$ cat src/rtl/pixel_packer_mono8_pkg.sv
// Shared widths and FSM state type for the Mono8 to 128-bit burst packer.
package pixel_packer_mono8_pkg;

    localparam int unsigned PIXEL_W          = 8;
    localparam int unsigned PIXELS_PER_BURST = 16;
    localparam int unsigned BURST_W          = PIXEL_W * PIXELS_PER_BURST;
    localparam int unsigned IDX_W            = $clog2(PIXELS_PER_BURST);
    localparam int unsigned CNT_W            = IDX_W + 1;

    typedef enum logic [1:0] {
        ST_IDLE,
        ST_PACK,
        ST_SEND,
        ST_DONE
    } state_t;

endpackage

$ cat src/rtl/pixel_packer_mono8_if.sv
// AXI-Stream style handshake bundle; the slave view carries only what a pixel sink consumes.
interface pixel_packer_mono8_if #(
    parameter int unsigned DATA_W = 8
) ();
    localparam int unsigned KEEP_W = (DATA_W + 7) / 8;

    logic              tvalid;
    logic              tready;
    logic [DATA_W-1:0] tdata;
    logic [KEEP_W-1:0] tkeep;
    logic              tlast;

    modport master (output tvalid, tdata, tkeep, tlast, input tready);
    modport slave  (input tvalid, tdata, output tready);

endinterface

$ cat src/rtl/pixel_packer_mono8_pixel_lane_register.sv
// 16 x 8-bit burst buffer with byte-lane writes, synchronous clear and tkeep from the fill count.
module pixel_lane_register
    import pixel_packer_mono8_pkg::*;
(
    input  logic                        clk,
    input  logic                        i_clr,
    input  logic                        i_wr_en,
    input  logic [IDX_W-1:0]            i_idx,
    input  logic [PIXEL_W-1:0]          i_data,
    output logic [BURST_W-1:0]          o_data,
    output logic [PIXELS_PER_BURST-1:0] o_keep
);

    logic [BURST_W-1:0] r_data;
    logic [CNT_W-1:0]   r_count;

    always_ff @(posedge clk) begin
        if (i_clr) begin
            r_data  <= '0;
            r_count <= '0;
        end else if (i_wr_en) begin
            r_data[i_idx*PIXEL_W +: PIXEL_W] <= i_data;
            r_count                          <= r_count + CNT_W'(1);
        end
    end

    // Thermometer mask: lane k is kept once more than k bytes have been written.
    always_comb begin
        o_keep = '0;
        for (int unsigned k = 0; k < PIXELS_PER_BURST; k++) begin
            o_keep[k] = (CNT_W'(k) < r_count);
        end
    end

    assign o_data = r_data;

endmodule

$ cat src/rtl/pixel_packer_mono8.sv
// Packs one Mono8 pixel per handshake into 128-bit bursts, first pixel in byte 0, with frame tracking.
module pixel_packer_mono8
    import pixel_packer_mono8_pkg::*;
#(
    parameter int unsigned OUT_ROWS = 20,
    parameter int unsigned OUT_COLS = 20
) (
    input  logic                        clk,
    input  logic                        reset,
    input  logic                        ap_start,
    output logic                        ap_ready,
    output logic                        ap_idle,
    pixel_packer_mono8_if.slave         s_axis,
    pixel_packer_mono8_if.master        m_axis,
    output logic [$clog2(OUT_COLS)-1:0] cnt_col,
    output logic [$clog2(OUT_ROWS)-1:0] cnt_row
);

    localparam int unsigned FRAME_N = OUT_ROWS * OUT_COLS;
    localparam int unsigned FW      = $clog2(FRAME_N);
    localparam int unsigned CW      = $clog2(OUT_COLS);
    localparam int unsigned RW      = $clog2(OUT_ROWS);
    localparam logic [FW-1:0]    LAST_IDX   = FW'(FRAME_N - 1);
    localparam logic [CW-1:0]    COL_LAST   = CW'(OUT_COLS - 1);
    localparam logic [IDX_W-1:0] BURST_LAST = IDX_W'(PIXELS_PER_BURST - 1);

    state_t                        r_state;
    state_t                        w_next_state;
    logic [IDX_W-1:0]              r_idx_in_burst;
    logic [FW-1:0]                 r_idx_in_frame;
    logic [CW-1:0]                 r_col;
    logic [RW-1:0]                 r_row;
    logic                          r_last;
    logic                          w_in_hs;
    logic                          w_out_hs;
    logic                          w_frame_end;
    logic                          w_burst_end;
    logic                          w_buf_clr;
    logic [BURST_W-1:0]            w_data;
    logic [PIXELS_PER_BURST-1:0]   w_keep;

    assign w_in_hs     = (r_state == ST_PACK) && s_axis.tvalid;
    assign w_out_hs    = (r_state == ST_SEND) && m_axis.tready;
    assign w_frame_end = (r_idx_in_frame == LAST_IDX);
    assign w_burst_end = (r_idx_in_burst == BURST_LAST) || w_frame_end;
    assign w_buf_clr   = reset || w_out_hs;

    always_ff @(posedge clk) begin
        if (reset) begin
            r_state <= ST_IDLE;
        end else begin
            r_state <= w_next_state;
        end
    end

    always_comb begin
        w_next_state  = r_state;
        ap_ready      = 1'b0;
        ap_idle       = 1'b0;
        s_axis.tready = 1'b0;
        m_axis.tvalid = 1'b0;
        case (r_state)
            ST_IDLE: begin
                ap_ready = 1'b1;
                ap_idle  = 1'b1;
                if (ap_start) w_next_state = ST_PACK;
            end
            ST_PACK: begin
                s_axis.tready = 1'b1;
                if (s_axis.tvalid && w_burst_end) w_next_state = ST_SEND;
            end
            ST_SEND: begin
                m_axis.tvalid = 1'b1;
                if (m_axis.tready) w_next_state = r_last ? ST_DONE : ST_PACK;
            end
            ST_DONE: w_next_state = ST_IDLE;
            default: w_next_state = ST_IDLE;
        endcase
    end

    // r_last is latched on the burst-closing write so tlast is stable for the whole SEND phase.
    always_ff @(posedge clk) begin
        if (reset) begin
            r_idx_in_burst <= '0;
            r_idx_in_frame <= '0;
            r_col          <= '0;
            r_row          <= '0;
            r_last         <= 1'b0;
        end else begin
            if (w_in_hs) begin
                r_idx_in_burst <= r_idx_in_burst + IDX_W'(1);
                r_idx_in_frame <= r_idx_in_frame + FW'(1);
                if (r_col == COL_LAST) begin
                    r_col <= '0;
                    r_row <= r_row + RW'(1);
                end else begin
                    r_col <= r_col + CW'(1);
                end
                if (w_burst_end) r_last <= w_frame_end;
            end
            if (w_out_hs) begin
                r_idx_in_burst <= '0;
                r_last         <= 1'b0;
            end
            if (r_state == ST_DONE) begin
                r_idx_in_frame <= '0;
                r_col          <= '0;
                r_row          <= '0;
            end
        end
    end

    pixel_lane_register u_lanes (
        .clk     (clk),
        .i_clr   (w_buf_clr),
        .i_wr_en (w_in_hs),
        .i_idx   (r_idx_in_burst),
        .i_data  (s_axis.tdata),
        .o_data  (w_data),
        .o_keep  (w_keep)
    );

    assign m_axis.tdata = w_data;
    assign m_axis.tkeep = w_keep;
    assign m_axis.tlast = r_last;
    assign cnt_col      = r_col;
    assign cnt_row      = r_row;

endmodule

$ cat src/flat_wrapper.sv
// flat-port wrapper written by rule: the top's interface ports become plain ports
module pixel_packer_mono8_flat import pixel_packer_mono8_pkg::*;
#(
    parameter int unsigned OUT_ROWS = 20,
    parameter int unsigned OUT_COLS = 20
)
  (clk, reset, ap_start, ap_ready, ap_idle, cnt_col, cnt_row, s_axis_tvalid, s_axis_tdata, s_axis_tready, m_axis_tvalid, m_axis_tdata, m_axis_tkeep, m_axis_tlast, m_axis_tready);
  pixel_packer_mono8_if #(.DATA_W(8)) s_axis_i ();
  pixel_packer_mono8_if #(.DATA_W(128)) m_axis_i ();
  input  logic clk;
  input  logic reset;
  input  logic ap_start;
  output logic ap_ready;
  output logic ap_idle;
  output logic [$clog2(OUT_COLS)-1:0] cnt_col;
  output logic [$clog2(OUT_ROWS)-1:0] cnt_row;
  input wire logic [$bits(s_axis_i.tvalid)-1:0] s_axis_tvalid;
  input wire logic [$bits(s_axis_i.tdata)-1:0] s_axis_tdata;
  output wire logic [$bits(s_axis_i.tready)-1:0] s_axis_tready;
  output wire logic [$bits(m_axis_i.tvalid)-1:0] m_axis_tvalid;
  output wire logic [$bits(m_axis_i.tdata)-1:0] m_axis_tdata;
  output wire logic [$bits(m_axis_i.tkeep)-1:0] m_axis_tkeep;
  output wire logic [$bits(m_axis_i.tlast)-1:0] m_axis_tlast;
  input wire logic [$bits(m_axis_i.tready)-1:0] m_axis_tready;
  assign s_axis_i.tvalid = s_axis_tvalid;
  assign s_axis_i.tdata = s_axis_tdata;
  assign s_axis_tready = s_axis_i.tready;
  assign m_axis_tvalid = m_axis_i.tvalid;
  assign m_axis_tdata = m_axis_i.tdata;
  assign m_axis_tkeep = m_axis_i.tkeep;
  assign m_axis_tlast = m_axis_i.tlast;
  assign m_axis_i.tready = m_axis_tready;
  pixel_packer_mono8 #(.OUT_ROWS(OUT_ROWS), .OUT_COLS(OUT_COLS)) u_core (.clk(clk), .reset(reset), .ap_start(ap_start), .ap_ready(ap_ready), .ap_idle(ap_idle), .s_axis(s_axis_i), .m_axis(m_axis_i), .cnt_col(cnt_col), .cnt_row(cnt_row));
endmodule
$ cat config.mk
export PLATFORM = sky130hd
export DESIGN_NAME = pixel_packer_mono8_flat
export DESIGN_NICKNAME = d
export VERILOG_FILES = /design/src/rtl/pixel_packer_mono8_pkg.sv /design/src/rtl/pixel_packer_mono8_if.sv /design/src/rtl/pixel_packer_mono8_pixel_lane_register.sv /design/src/rtl/pixel_packer_mono8.sv /design/src/flat_wrapper.sv
export SDC_FILE = /design/constraint.sdc
export NUM_CORES = 1
export LEC_CHECK = 0
export BUFFER_PORTS_ARGS = -buffer_cell sky130_fd_sc_hd__buf_4
export CAP_MARGIN = 20
export CORE_ASPECT_RATIO = 1.4
export CORE_UTILIZATION = 25
export CTS_CLUSTER_DIAMETER = 200
export CTS_CLUSTER_SIZE = 10
export DETAILED_ROUTE_END_ITERATION = 12
export GPL_TIMING_DRIVEN = 1
export HOLD_SLACK_MARGIN = 0.02
export PLACE_DENSITY_LB_ADDON = 0.25
export SYNTH_ARGS = -nofsm -noshare
export SYNTH_HDL_FRONTEND = slang
export SYNTH_SLANG_ARGS = --single-unit
$ cat constraint.sdc
create_clock -name clk -period 3 [get_ports clk]
set_clock_uncertainty 0.15 [all_clocks]
set_input_delay 0.15 -clock clk [delete_from_list [all_inputs] [get_ports clk]]
set_output_delay 0.15 -clock clk [all_outputs]
set_load 0.005 [all_outputs]
* After elaboration in Yosys (flattened, before gate mapping) *
Index checks and enable logic that the tools add are counted.

storage, ports and cells
  logic and storage cells = 62
  RAM bits = 0
  ROM bits = 0
  output and inout bits = 159
  bits in registers = 159
  memories kept = 0
  latch bits = 0
  input port bits = 13

cells by class
  magnitude comparators = 16
  reductions and logical operators = 11
  shift operators = 2
  multipliers = 0
  muxes and demuxes = 10
  div/mod/pow operators = 0
  bitwise operators = 0
  equal/unequal tests = 9
  add/subtract/negate cells = 6

operators by type and width
  operator                    count
  $bwmux W128                 1
  $shift A8 B34 Y128 const A  1
  $shiftx A8 B34 Y128         1
  $lt A4 B5 Y1 const A        8
  $neg A7 Y34                 1
  $lt A3 B5 Y1 const A        4
  $add A5 B1 Y5 const B       3
  $lt A1 B5 Y1 const A        2
  $lt A2 B5 Y1 const A        2
  $add A9 B1 Y9 const B       1
  $eq A9 B9 Y1 const B        1
  $mux W2                     4
  $pmux W2 S4                 1
  $ne A2 B2 Y1 const B        3
  $eq A5 B5 Y1 const B        1
  $mux W5                     1
  $add A4 B1 Y4 const B       1
  $eq A2 B2 Y1 const B        2
  $eq A4 B4 Y1 const B        1
  $reduce_and A2 Y1           2
  $reduce_or A2 Y1            2
  $logic_and A1 B1 Y1         3
  $mux W1                     3
  $reduce_and A3 Y1           1
  3 further kinds             4

* Longest topological paths before layout *
Gate-level depths: netlist (run 1).

  depth after elaboration = 5
  depth in mapped cells = 11
  gate-level depth less buffers = 6

* Hierarchy *
From an unflattened synthesis (run 1), not the netlist that was laid out.

second synthesis, totals
  cells, all modules = 794
  area, all modules = 7277.0 µm²

by module, submodules not included
  module               seq. area each (µm²)  area each (µm²)  instances  cells each
  pixel_lane_register  2662.6                5993.2           1          642
  pixel_packer_mono8   520.5                 1283.7           1          152

* Least setup slack after synthesis (run 1) *
Ideal clock, no wire load.

  path kind = reg-to-reg
  start = register u_core.r_idx_in_burst[0]
  end = register u_core.u_lanes.r_data[16] (netlist: u_core.u_lanes.o_data[16])
  slack = 97 ps
  clock period less this slack = 2903 ps
  arrival = 2682 ps
  cell stages (with the launch flop) = 10
  required time = 2778 ps
  path buffers = 3
  path through = dfxtp_1 > buf_2 > clkbuf_1 > buf_1 > nor3_1 > ha_1 > nand4bb_2 > a2111o_1 > nor3_4 > mux2i_1

on the way
  cells in the longest elaborated chain, start to end = 3

ends and longest elaborated chain
  item                                                              line                                          source
  start, declared                                                   pixel_packer_mono8.sv:29                      logic [IDX_W-1:0] r_idx_in_burst;
  start signal, assigned                                            pixel_packer_mono8.sv:91                      r_idx_in_burst <= r_idx_in_burst + IDX_W'(1);
  $neg A7 Y34 *                                                     pixel_packer_mono8_pixel_lane_register.sv:22  r_data[i_idx*PIXEL_W +: PIXEL_W] <= i_data;
  $shiftx A8 B34 Y128 / $shift A8 B34 Y128 (equally long branches)  pixel_packer_mono8_pixel_lane_register.sv:22
  $bwmux W128 *                                                     pixel_packer_mono8_pixel_lane_register.sv:22
  end signal, assigned by index                                     pixel_packer_mono8_pixel_lane_register.sv:22
  end, declared                                                     pixel_packer_mono8_pixel_lane_register.sv:14  logic [BURST_W-1:0] r_data;

Mark *: on every way between the ends. The rest lies on a longest branch, timed or not.
A chain may end at the register's enable or synchronous reset.

* Worst setup path in the final report (run 1) *
  start = register u_core.r_idx_in_burst[1]
  end = register u_core.u_lanes.r_data[68] (netlist: u_core.u_lanes.o_data[68])

Same word-level chain as after synthesis.

==> metrics, run 1 <==
initial core utilization=25.43%; Post-Syn Nets=755; Vias/cell=4.600; Synth cell types=55; register-to-register setup slack=0.41 ns; number of CTS-inserted buffers=17; Hold Path End=u_core.u_lanes.o_data[120]$_SDFFE_PP0P_; EDFF count, synth=0; met2 usage in global routing=28.20%; synthesized area per cell=9.060 um^2; later-pin clock latency in the skew report=0.44 ns; H-tree depth=4; Antenna Nets Post-Route=0; Worst setup EP type=flop; RSZ-0062 raised after global routing=false; I/O pin cnt=172; RR Endpoint=u_core.u_lanes.o_data[68]$_SDFFE_PP0P_; post-synthesis sequential area ratio=47.80%; Syn Inst Count=735; clk root buf=clkbuf_16; #FFs+latches synth=159; setup TNS=0 ns; first-pass GRT wire length=31,520 um; met1 global-route usage=16.99%; Total Routing Usage GR=15.24%; wire per inst=16.72 um; PortBufs=171; setup violators final=0; Clk pin slew, worst setup/hold paths=0.07 ns; DIE HEIGHT=195.1 um; Row Count=70; final design utilization=34.37%; slowest CP cell=and4_1; outcome=finished, final reports clean; Yosys warnings=0; Synth async-reset ratio=0%; Critical Path AT=2.80 ns; global placer's final weighted congestion=0.7865; n_diodes=0; Max Root-Sink Buffers=2; post-place instance area=0.008295 mm^2; Area Overhead vs Synth=35.17%; largest net degree at the start of global routing=54; worst r2r src=u_core.r_idx_in_burst[1]$_SDFFE_PP0P_; Worst Hold Path Cells=5; Peak VDD IR=0.3950 mV; leakage power=3.849 nW; DRT Pass-1 Iters=5; initial drt markers=271; setup slack after placement=0.3934 ns; Core ar.=0.02619 mm^2; DIE WIDTH=139.9 um; Slew Limit Headroom=59.66%; Hold Crit Start=m_axis_tready; Max Freq=386.3 MHz; worst hold path class=in2reg; placed wire-length estimate=14,640 um; DRC=0; Post-Place Cells=1,193; number of global-route vias before repair=5,442; number of max-cap violations=0; period utilization=86.28%; final WL=20,680 um; Worst Hold Slack=0.2180 ns; total die area=0.02730 mm^2; most frequent cells in the layout=192 x buf_4, 159 x dfxtp_1, 130 x nand2_1, 82 x mux2i_1, 74 x nand3_1; CP Launch Type=flop; Worst Tran Pin Value=0.6037 ns; final max-slew violation count=0; PD cells=508.0 mW/mm^2; Worst EP required=3.21 ns; total power=4.572 mW; total gr overflow=0; fin nets=920; most common cell after layout, fill and taps aside=buf_4; critical path class=reg2reg; CTS tree=done; Worst path max stage delay=0.60 ns; Final Cell Area=0.009001 mm^2; worst setup margin=0.4115 ns; initial antenna violation count=0; Reg2Reg Depth=6; fin cells=1,237; Fin. Hold Viols=0; TritonCTS sink count=159; Vias=5,690; share of layout cells above drive strength 1=26.73%; GRT Max-Usage Layer=met2; CP Max Fanout=8; top_reg_cell synth=dfxtp_1; Critical Path, Cell by Cell=nor3_1 -> ha_1 -> nand4bb_2 -> nor2_1 -> and4_1 -> mux2i_1; min cycle time layout=2.588 ns; Mapped Area=0.006659 mm^2; met3 Track Usage GR=3.409%
## cell usage after synthesis (2+ instances only)
cell | instances | area, um^2
dfxtp_1 | 159 | 3183
nand2_1 | 130 | 488.0
mux2i_1 | 82 | 820.8
nand3_1 | 74 | 370.4
clkbuf_1 | 38 | 142.6
a21oi_1 | 34 | 170.2
o21ai_0 | 34 | 170.2
nor2_1 | 31 | 116.4
nand4_1 | 18 | 112.6
nand2b_1 | 15 | 93.84
buf_2 | 14 | 70.07
xor2_1 | 10 | 87.58
inv_1 | 9 | 33.78
a22o_1 | 8 | 70.07
xnor2_1 | 8 | 70.07
ha_1 | 7 | 87.58
nor2b_1 | 6 | 37.54
buf_1 | 5 | 18.77
nor3_1 | 4 | 20.02
nor4_2 | 4 | 50.05
or3_1 | 4 | 25.02
nor4_1 | 3 | 18.77
a21o_1 | 2 | 15.01
and2_1 | 2 | 12.51
and3b_1 | 2 | 17.52
buf_4 | 2 | 15.01
nor3_4 | 2 | 32.53
## registers in the layout, indices dropped and copies added, names as in the netlist
name                    flops
u_core.cnt_row              5
u_core.cnt_col              5
u_core.r_idx_in_frame       9
u_core.u_lanes.r_count      5
u_core.u_lanes.o_data     128
u_core.m_axis.tlast         1
u_core.r_state              2
u_core.r_idx_in_burst       4
## kinds of logic (layout without fill, tap and decap cells)
| logic type | count (synthesis) | after routing | synth area share, % |
|---|---|---|---|
| AND/OR/NAND/NOR | 313 | 313 | 23.90 |
| flip-flops | 159 | 159 | 47.80 |
| buffers and inverters | 70 | 248 | 4.434 |
| AO/OA/AOI/OAI | 84 | 84 | 7.197 |
| XOR/XNOR | 20 | 20 | 3.025 |
| adder cells (fa/ha/maj) | 7 | 7 | 1.315 |
| multiplexers | 82 | 82 | 12.33 |
## metal layers
layer / up-vias / share of wire, %
li1: 2863 / -
met1: 2681 / 41
met2: 117 / 54
met3: 29 / 3.8
met4: 0 / 1.8
met5: - / 0
## layout make-up
class	instances	area (um^2)
timing repair buffer	206	1602
multi-input combinational	506	3188
fill	2739	17190
clock buffer	18	429.2
tap	324	405.4
sequential	159	3183
inverter	10	37.54
clock inverter	14	156.4
## power by group
group / internal, mW / switching, mW
Sequential: 2.12 / 0.0126
Clock: 1.24 / 0.961
Combinational: 0.0807 / 0.160
## what timing repair did
item,4_1_cts,5_1_grt
hold endpoints to repair,110,0
gates resized for setup,0,0
hold buffers,12,0
setup buffers,0,0
## worst max path at each step
stage | from | end | cells after the start
3_5_place_dp | u_core.r_idx_in_burst[1]$_SDFFE_PP0P_ | u_core.u_lanes.o_data[69]$_SDFFE_PP0P_ | 6
3_3_place_gp | u_core.r_idx_in_burst[1]$_SDFFE_PP0P_ | u_core.u_lanes.o_data[51]$_SDFFE_PP0P_ | 6
6_report | u_core.r_idx_in_burst[1]$_SDFFE_PP0P_ | u_core.u_lanes.o_data[68]$_SDFFE_PP0P_ | 6
4_1_cts | u_core.r_idx_in_burst[1]$_SDFFE_PP0P_ | u_core.u_lanes.o_data[68]$_SDFFE_PP0P_ | 6
2_1_floorplan | u_core.r_idx_in_burst[0]$_SDFFE_PP0P_ | u_core.u_lanes.o_data[16]$_SDFFE_PP0P_ | 9
5_1_grt | u_core.r_idx_in_burst[1]$_SDFFE_PP0P_ | u_core.u_lanes.o_data[68]$_SDFFE_PP0P_ | 6
## critical path, delay by kind of cell, from the launching register on
kind	cells	cell delay (ns)
mux	1	0.26
simple gates	4	1.42
flops	1	0.47
fa+ha+maj	1	0.21
(Power assumes the default switching activity.)
==> run 2: changes to the inputs <==
--- a/config.mk
+++ b/config.mk
@@ -15,6 +15,7 @@
 export GPL_TIMING_DRIVEN = 1
 export HOLD_SLACK_MARGIN = 0.02
 export PLACE_DENSITY_LB_ADDON = 0.25
+export SKIP_CTS_REPAIR_TIMING = 1
 export SYNTH_ARGS = -nofsm -noshare
 export SYNTH_HDL_FRONTEND = slang
 export SYNTH_SLANG_ARGS = --single-unit
==> constraint.sdc (replaced) <==
create_clock -name clk -period 2.9 [get_ports clk]
set_clock_uncertainty 0.15 [all_clocks]
set_input_delay 0.145 -clock clk [delete_from_list [all_inputs] [get_ports clk]]
set_output_delay 0.145 -clock clk [all_outputs]
set_load 0.005 [all_outputs]
==> run 2 against run 1 <==
Effect of this change: utilization about the same; fmax fell by 4.3%; non-clock buffer count rose by 3; critical endpoint is now u_core.u_lanes.o_data[74]$_SDFFE_PP0P_; clock power rose by 3%; power increased by 3.4%; die area did not move; critical path depth increased by 1; critical path type unchanged; largest power group unchanged; register-to-register slack got worse by 0.22 ns; count of clock-buffer cells in the layout rose by 2.
==> metrics, run 2 (synthesis results as in run 1) <==
outcome=finished, final reports clean (unchanged); min cycle time layout=2.704 ns (was 2.588 ns); initial drt markers=182 (was 271); number of CTS-inserted buffers=17 (unchanged); setup TNS=0 ns (unchanged); Slew Limit Headroom=59.36% (was 59.66%); Max Root-Sink Buffers=2 (unchanged); Total Routing Usage GR=15.21% (was 15.24%); PD cells=524.6 mW/mm^2 (was 508.0 mW/mm^2); worst setup margin=0.1958 ns (was 0.4115 ns); CP Launch Type=flop (unchanged); DRT Pass-1 Iters=4 (was 5); Vias/cell=4.630 (was 4.600); global placer's final weighted congestion=0.7904 (was 0.7865); DRC=0 (unchanged); critical path class=reg2reg (unchanged); Clk pin slew, worst setup/hold paths=0.06 ns (was 0.07 ns); final max-slew violation count=0 (unchanged); number of global-route vias before repair=5,491 (was 5,442); Max Freq=369.8 MHz (was 386.3 MHz); initial antenna violation count=0 (unchanged); Core ar.=0.02619 mm^2 (unchanged); setup violators final=0 (unchanged); wire per inst=16.79 um (was 16.72 um); first-pass GRT wire length=31,640 um (was 31,520 um); Area Overhead vs Synth=35.33% (was 35.17%); placed wire-length estimate=14,860 um (was 14,640 um); clk root buf=clkbuf_16 (unchanged); CP Max Fanout=11 (was 8); total gr overflow=0 (unchanged); leakage power=3.865 nW (was 3.849 nW); Peak VDD IR=0.4080 mV (was 0.3950 mV); number of max-cap violations=0 (unchanged); Antenna Nets Post-Route=0 (unchanged); CTS tree=done (unchanged); period utilization=93.25% (was 86.28%); fin nets=923 (was 920); TritonCTS sink count=159 (unchanged); Worst EP required=3.05 ns (was 3.21 ns); largest net degree at the start of global routing=53 (was 54); worst r2r src=u_core.r_idx_in_burst[1]$_SDFFE_PP0P_ (unchanged); Critical Path AT=2.85 ns (was 2.80 ns); PortBufs=171 (unchanged); total die area=0.02730 mm^2 (unchanged); n_diodes=0 (unchanged); later-pin clock latency in the skew report=0.43 ns (was 0.44 ns); setup slack after placement=0.2414 ns (was 0.3934 ns); share of layout cells above drive strength 1=26.89% (was 26.73%); most common cell after layout, fill and taps aside=buf_4 (unchanged); H-tree depth=4 (unchanged); crit path from=u_core.r_idx_in_burst[1]$_SDFFE_PP0P_ (unchanged); RSZ-0062 raised after global routing=false (unchanged); Worst setup EP type=flop (unchanged); DIE HEIGHT=195.1 um (unchanged); number of flip-flops in the largest register=128 (unchanged); Row Count=70 (unchanged); most frequent cells in the layout=197 x buf_4, 159 x dfxtp_1, 130 x nand2_1, 82 x mux2i_1, 74 x nand3_1 (was 192 x buf_4, 159 x dfxtp_1, 130 x nand2_1, 82 x mux2i_1, 74 x nand3_1); I/O pin cnt=172 (unchanged); worst hold path class=in2reg (unchanged); DIE WIDTH=139.9 um (unchanged); Worst Tran Pin Value=0.6082 ns (was 0.6037 ns); Hold Crit Start=ap_start (was m_axis_tready); Fill cells=2,739 (unchanged); initial core utilization=25.43% (unchanged); final WL=20,800 um (was 20,680 um); Fin. Hold Viols=0 (unchanged); Vias=5,736 (was 5,690); total power=4.728 mW (was 4.572 mW)
-- run 2: area by class of cell --
type | count | area, um^2 | area share, %
Timing Repair Buffer | 209 | 1609 | 17.86
Tap cell | 324 | 405.4 | 4.499
Clock buffer | 20 | 446.7 | 4.957
Sequential cell | 159 | 3183 | 35.32
Inverter | 10 | 37.54 | 0.4166
Clock inverter | 11 | 141.4 | 1.569
Multi-Input combinational cell | 506 | 3188 | 35.38
-- run 2: metal layers --
metal	GRT usage, %	share of wire, %	up-vias
met4	4.477	1.1	0
met3	3.090	3.1	15
met1	17.08	41	2747
li1	-	-	2861
met5	0	0	-
met2	28.52	54	113
-- run 2: path summary, 6_finish.rpt --
kind                                              to  slack [ns]  depth (start not counted)
max reg2reg   u_core.u_lanes.o_data[74]$_SDFFE_PP0P_        0.20                          7
min                   u_core.r_state[0]$_SDFFE_PP0P_       0.003                          5
max           u_core.u_lanes.o_data[74]$_SDFFE_PP0P_        0.20                          7
min reg2reg  u_core.u_lanes.o_data[103]$_SDFFE_PP0P_        0.31                          2
-- run 2: power breakdown --
| group | total [mW] | leakage, nW | switching, mW | internal (mW) |
|---|---|---|---|---|
| clock | 2.27 | 0.282 | 0.907 | 1.37 |
| combinational | 0.246 | 2.30 | 0.165 | 0.0813 |
| sequential | 2.21 | 1.28 | 0.0141 | 2.19 |
-- run 2: critical path: stages, from the launching register on --
cell and delay (ns):
dfxtp_1 0.47, inv_1 0.08, ha_1 0.53, buf_4 0.24, and2_1 0.40, nand4_1 0.45
nand2_1 0.18, a21oi_1 0.08
-- run 2: through the flow --
step	instances	utilization (%)	hold WS (ns)	instance area, um^2
3_3_place_gp	1197	31.74	0.2446	8313
2_1_floorplan	735	-	0.06407	6660
5_1_grt	1239	34.41	0.02792	9011
6_report	1239	34.41	0.003042	9011
3_5_place_dp	1197	31.74	0.2507	8313
4_1_cts	1228	33.99	-0.2103	8901
==> run 3: changes to the inputs <==
--- a/config.mk
+++ b/config.mk
@@ -18,4 +18,5 @@
 export SKIP_CTS_REPAIR_TIMING = 1
 export SYNTH_ARGS = -nofsm -noshare
 export SYNTH_HDL_FRONTEND = slang
+export SYNTH_HIERARCHICAL = 1
 export SYNTH_SLANG_ARGS = --single-unit
==> run 3 against run 2 <==
Effect of this change: die area up 9.2%; sequential power barely moved; combinational power rose by 22%; via count up 7.9%; non-clock buffer count is 2 lower; cell area rose by 7.9%; final cell count is 9.0% higher; clock power barely moved; setup slack improved by 0.041 ns; highest routed layer unchanged.
==> metrics, run 3 <==
outcome=finished, final reports clean (unchanged); Antenna Nets Post-Route=0 (unchanged); final max-slew violation count=0 (unchanged); total gr overflow=0 (unchanged); Critical Path, Cell by Cell=inv_1 -> ha_1 -> nor3b_4 -> or4b_1 -> buf_4 -> nor3_4 -> buf_4 -> mux2i_1 (was inv_1 -> ha_1 -> buf_4 -> and2_1 -> nand4_1 -> nand2_1 -> a21oi_1); worst hold path class=in2reg (unchanged); number of max-cap violations=0 (unchanged); Reg power frac=46.0% (was 46.7%); setup violators final=0 (unchanged); EDFF count, synth=0 (unchanged); share of layout cells above drive strength 1=28.07% (was 26.89%); Slew Limit Headroom=46.97% (was 59.36%); top cell type's share of synthesized area=43.74% (was 47.80%); number of CTS-inserted buffers=17 (unchanged); most frequent cell after synthesis=dfxtp_1 (unchanged); min cycle time layout=2.664 ns (was 2.704 ns); Critical Path AT=2.87 ns (was 2.85 ns); largest net degree at the start of global routing=99 (was 53); placed wire-length estimate=15,690 um (was 14,860 um); Max Freq=375.4 MHz (was 369.8 MHz); area of the multi-input gates=0.003826 mm^2 (was 0.003188 mm^2); RSZ-0062 raised after global routing=false (unchanged); Total Routing Usage GR=15.27% (was 15.21%); TritonCTS sink count=159 (unchanged); Core ar.=0.02850 mm^2 (was 0.02619 mm^2); most frequent cell on the critical path=buf_4; fin nets=983 (was 923); global placer's final weighted congestion=0.7556 (was 0.7904); Combinational Power Share=6.3% (was 5.2%); Internal Power=3.615 mW (was 3.642 mW); CP Launch Type=flop (unchanged); number of global-route vias before repair=5,950 (was 5,491); DRC=0 (unchanged); total power=4.811 mW (was 4.728 mW); H-tree depth=4 (unchanged); Fin. Hold Viols=0 (unchanged); Synth async-reset ratio=0% (unchanged); Max Root-Sink Buffers=2 (unchanged); I/O pin cnt=172 (unchanged); Post-Place Cells=1,307 (was 1,197); slowest CP cell=or4b_1 (was ha_1); synthesized area per cell=9.165 um^2 (was 9.060 um^2); leakage power=4.158 nW (was 3.865 nW); ranking of synthesized cells by area=dfxtp_1 44%, mux2i_1 10%, nand2b_1 7.2% (was dfxtp_1 48%, mux2i_1 12%, nand2_1 7.3%); clock share of power=47.7% (was 48.1%); wire per inst=16.67 um (was 16.79 um); DRT Pass-1 Iters=4 (unchanged); Peak VDD IR=0.3891 mV (was 0.4080 mV); Vias/cell=4.582 (was 4.630); clk root buf=clkbuf_16 (unchanged); leading area contributor after synthesis=dfxtp_1 (unchanged); Yosys warnings=6 (was 0); register-to-register setup slack=0.24 ns (was 0.20 ns); PortBufs=171 (unchanged); most common cell after layout, fill and taps aside=buf_4 (unchanged); Syn Inst Count=794 (was 735); top_reg_cell synth=dfxtp_1 (unchanged); worst setup margin=0.2364 ns (was 0.1958 ns); Mapped Area=0.007277 mm^2 (was 0.006659 mm^2); Worst EP required=3.10 ns (was 3.05 ns); later-pin clock latency in the skew report=0.44 ns (was 0.43 ns); Worst Tran Pin Value=0.7917 ns (was 0.6082 ns); first-pass GRT wire length=34,660 um (was 31,640 um); Vias=6,190 (was 5,736); switching share of total power=24.86% (was 22.97%); CTS tree=done (unchanged); DIE WIDTH=146.2 um (was 139.9 um); post-place instance area=0.008997 mm^2 (was 0.008313 mm^2); Sequential Area=0.003184 mm^2 (was 0.003183 mm^2); post-synthesis sequential area ratio=43.74% (was 47.80%); Fill cells=3,049 (was 2,739); setup slack after placement=0.1333 ns (was 0.2414 ns); Post-Syn Nets=814 (was 755); fin cells=1,351 (was 1,239); Psw=1.196 mW (was 1.086 mW); final WL=22,520 um (was 20,800 um); total die area=0.02980 mm^2 (was 0.02730 mm^2); PD cells=494.7 mW/mm^2 (was 524.6 mW/mm^2); Row Count=73 (was 70); n_diodes=0 (unchanged); Final Cell Area=0.009726 mm^2 (was 0.009011 mm^2); Worst setup EP type=flop (unchanged); initial core utilization=25.54% (was 25.43%); initial drt markers=258 (was 182); CP Max Fanout=17 (was 11); Worst path max stage delay=0.61 ns (was 0.53 ns); period utilization=91.85% (was 93.25%); number of flip-flops in the largest register=128 (unchanged); critical path class=reg2reg (unchanged); Area Overhead vs Synth=33.65% (was 35.33%); commonest cells in the netlist=159 x dfxtp_1, 84 x nand2b_1, 73 x mux2i_1 (was 159 x dfxtp_1, 130 x nand2_1, 82 x mux2i_1); Clk pin slew, worst setup/hold paths=0.07 ns (was 0.06 ns); setup TNS=0 ns (unchanged); most frequent cells in the layout=194 x buf_4, 158 x dfxtp_1, 84 x nand2b_1, 73 x mux2i_1, 65 x nand2_1 (was 197 x buf_4, 159 x dfxtp_1, 130 x nand2_1, 82 x mux2i_1, 74 x nand3_1); initial antenna violation count=0 (unchanged); DIE HEIGHT=203.9 um (was 195.1 um); #FFs+latches synth=159 (unchanged); Synth cell types=59 (was 55)
==> run 3: changes by cell type in the layout (fill, tap and decap cells not counted), moves of 7 or more <==
cell,delta
nand2_1,-65
mux2_2,+25
nand2b_1,+69
nor2_1,+9
nor2b_1,+37
mux2i_1,-9
or4_1,+7
nand3_1,-47
o31ai_1,+8
nand3b_1,+10
o41ai_1,+8
==> run 3: per-layer routing <==
layer / track usage (%) / part of all wire (%) / vias to the layer above
li1: - / - / 3114
met1: 17.19 / 41 / 2908
met2: 27.16 / 52 / 139
met3: 3.683 / 4.7 / 29
met4: 6.771 / 2.2 / 0
met5: 0 / 0 / -
==> run 3: power groups by stage <==
stage	registers (mW)	clock network, mW	logic (mW)
detailed placement	2.26	0	0.294
finish	2.21	2.30	0.301
floorplan	2.25	0	0.188
global route	2.22	2.48	0.332
global placement	2.26	0	0.295
CTS	2.21	2.38	0.295
==> run 3: worst paths after layout <==
check	from	end	depth (start not counted)
worst max-delay path	u_core/r_idx_in_burst[0]$_SDFFE_PP0P_	u_core/u_lanes/o_data[13]$_SDFFE_PP0P_	8
worst max register to register	u_core/r_idx_in_burst[0]$_SDFFE_PP0P_	u_core/u_lanes/o_data[13]$_SDFFE_PP0P_	8
worst min-delay path	s_axis_tvalid	u_core/cnt_row[1]$_SDFFE_PP0P_	4
worst min register to register	u_core/r_idx_in_frame[8]$_SDFFE_PP0P_	u_core/r_idx_in_frame[8]$_SDFFE_PP0P_	2
==> run 3: layout make-up <==
type	count	area share (%)
repair buffers	207	16.52
multi-input cells	566	39.34
clock buffers	18	4.516
flip-flops and latches	159	32.74
clock inverters	14	1.595
well taps	375	4.824
inverters	12	0.4631
==> run 3: cell families after synthesis <==
group / synth area share (%)
compound gates: 9.749
xor+xnor: 0.9628
fa+ha+maj: 1.204
buf+inv: 3.886
flops: 43.74
mux: 14.06
simple gates: 26.39
==> run 3: critical path: cells and delay by family, from the launching register on <==
family        cells  cell delay (ns)
simple gates      3             1.00
buf+inv           3             0.57
flops             1             0.40
fa+ha+maj         1             0.27
mux               1             0.20
==> run 3: stage by stage <==
step | hold WS, ns | utilization (%)
global route | 0.07824 | 34.13
global placement | 0.2065 | 31.57
CTS | -0.2721 | 33.66
finish | 0.08866 | 34.13
detailed placement | 0.2106 | 31.57
floorplan | 0.06407 | -
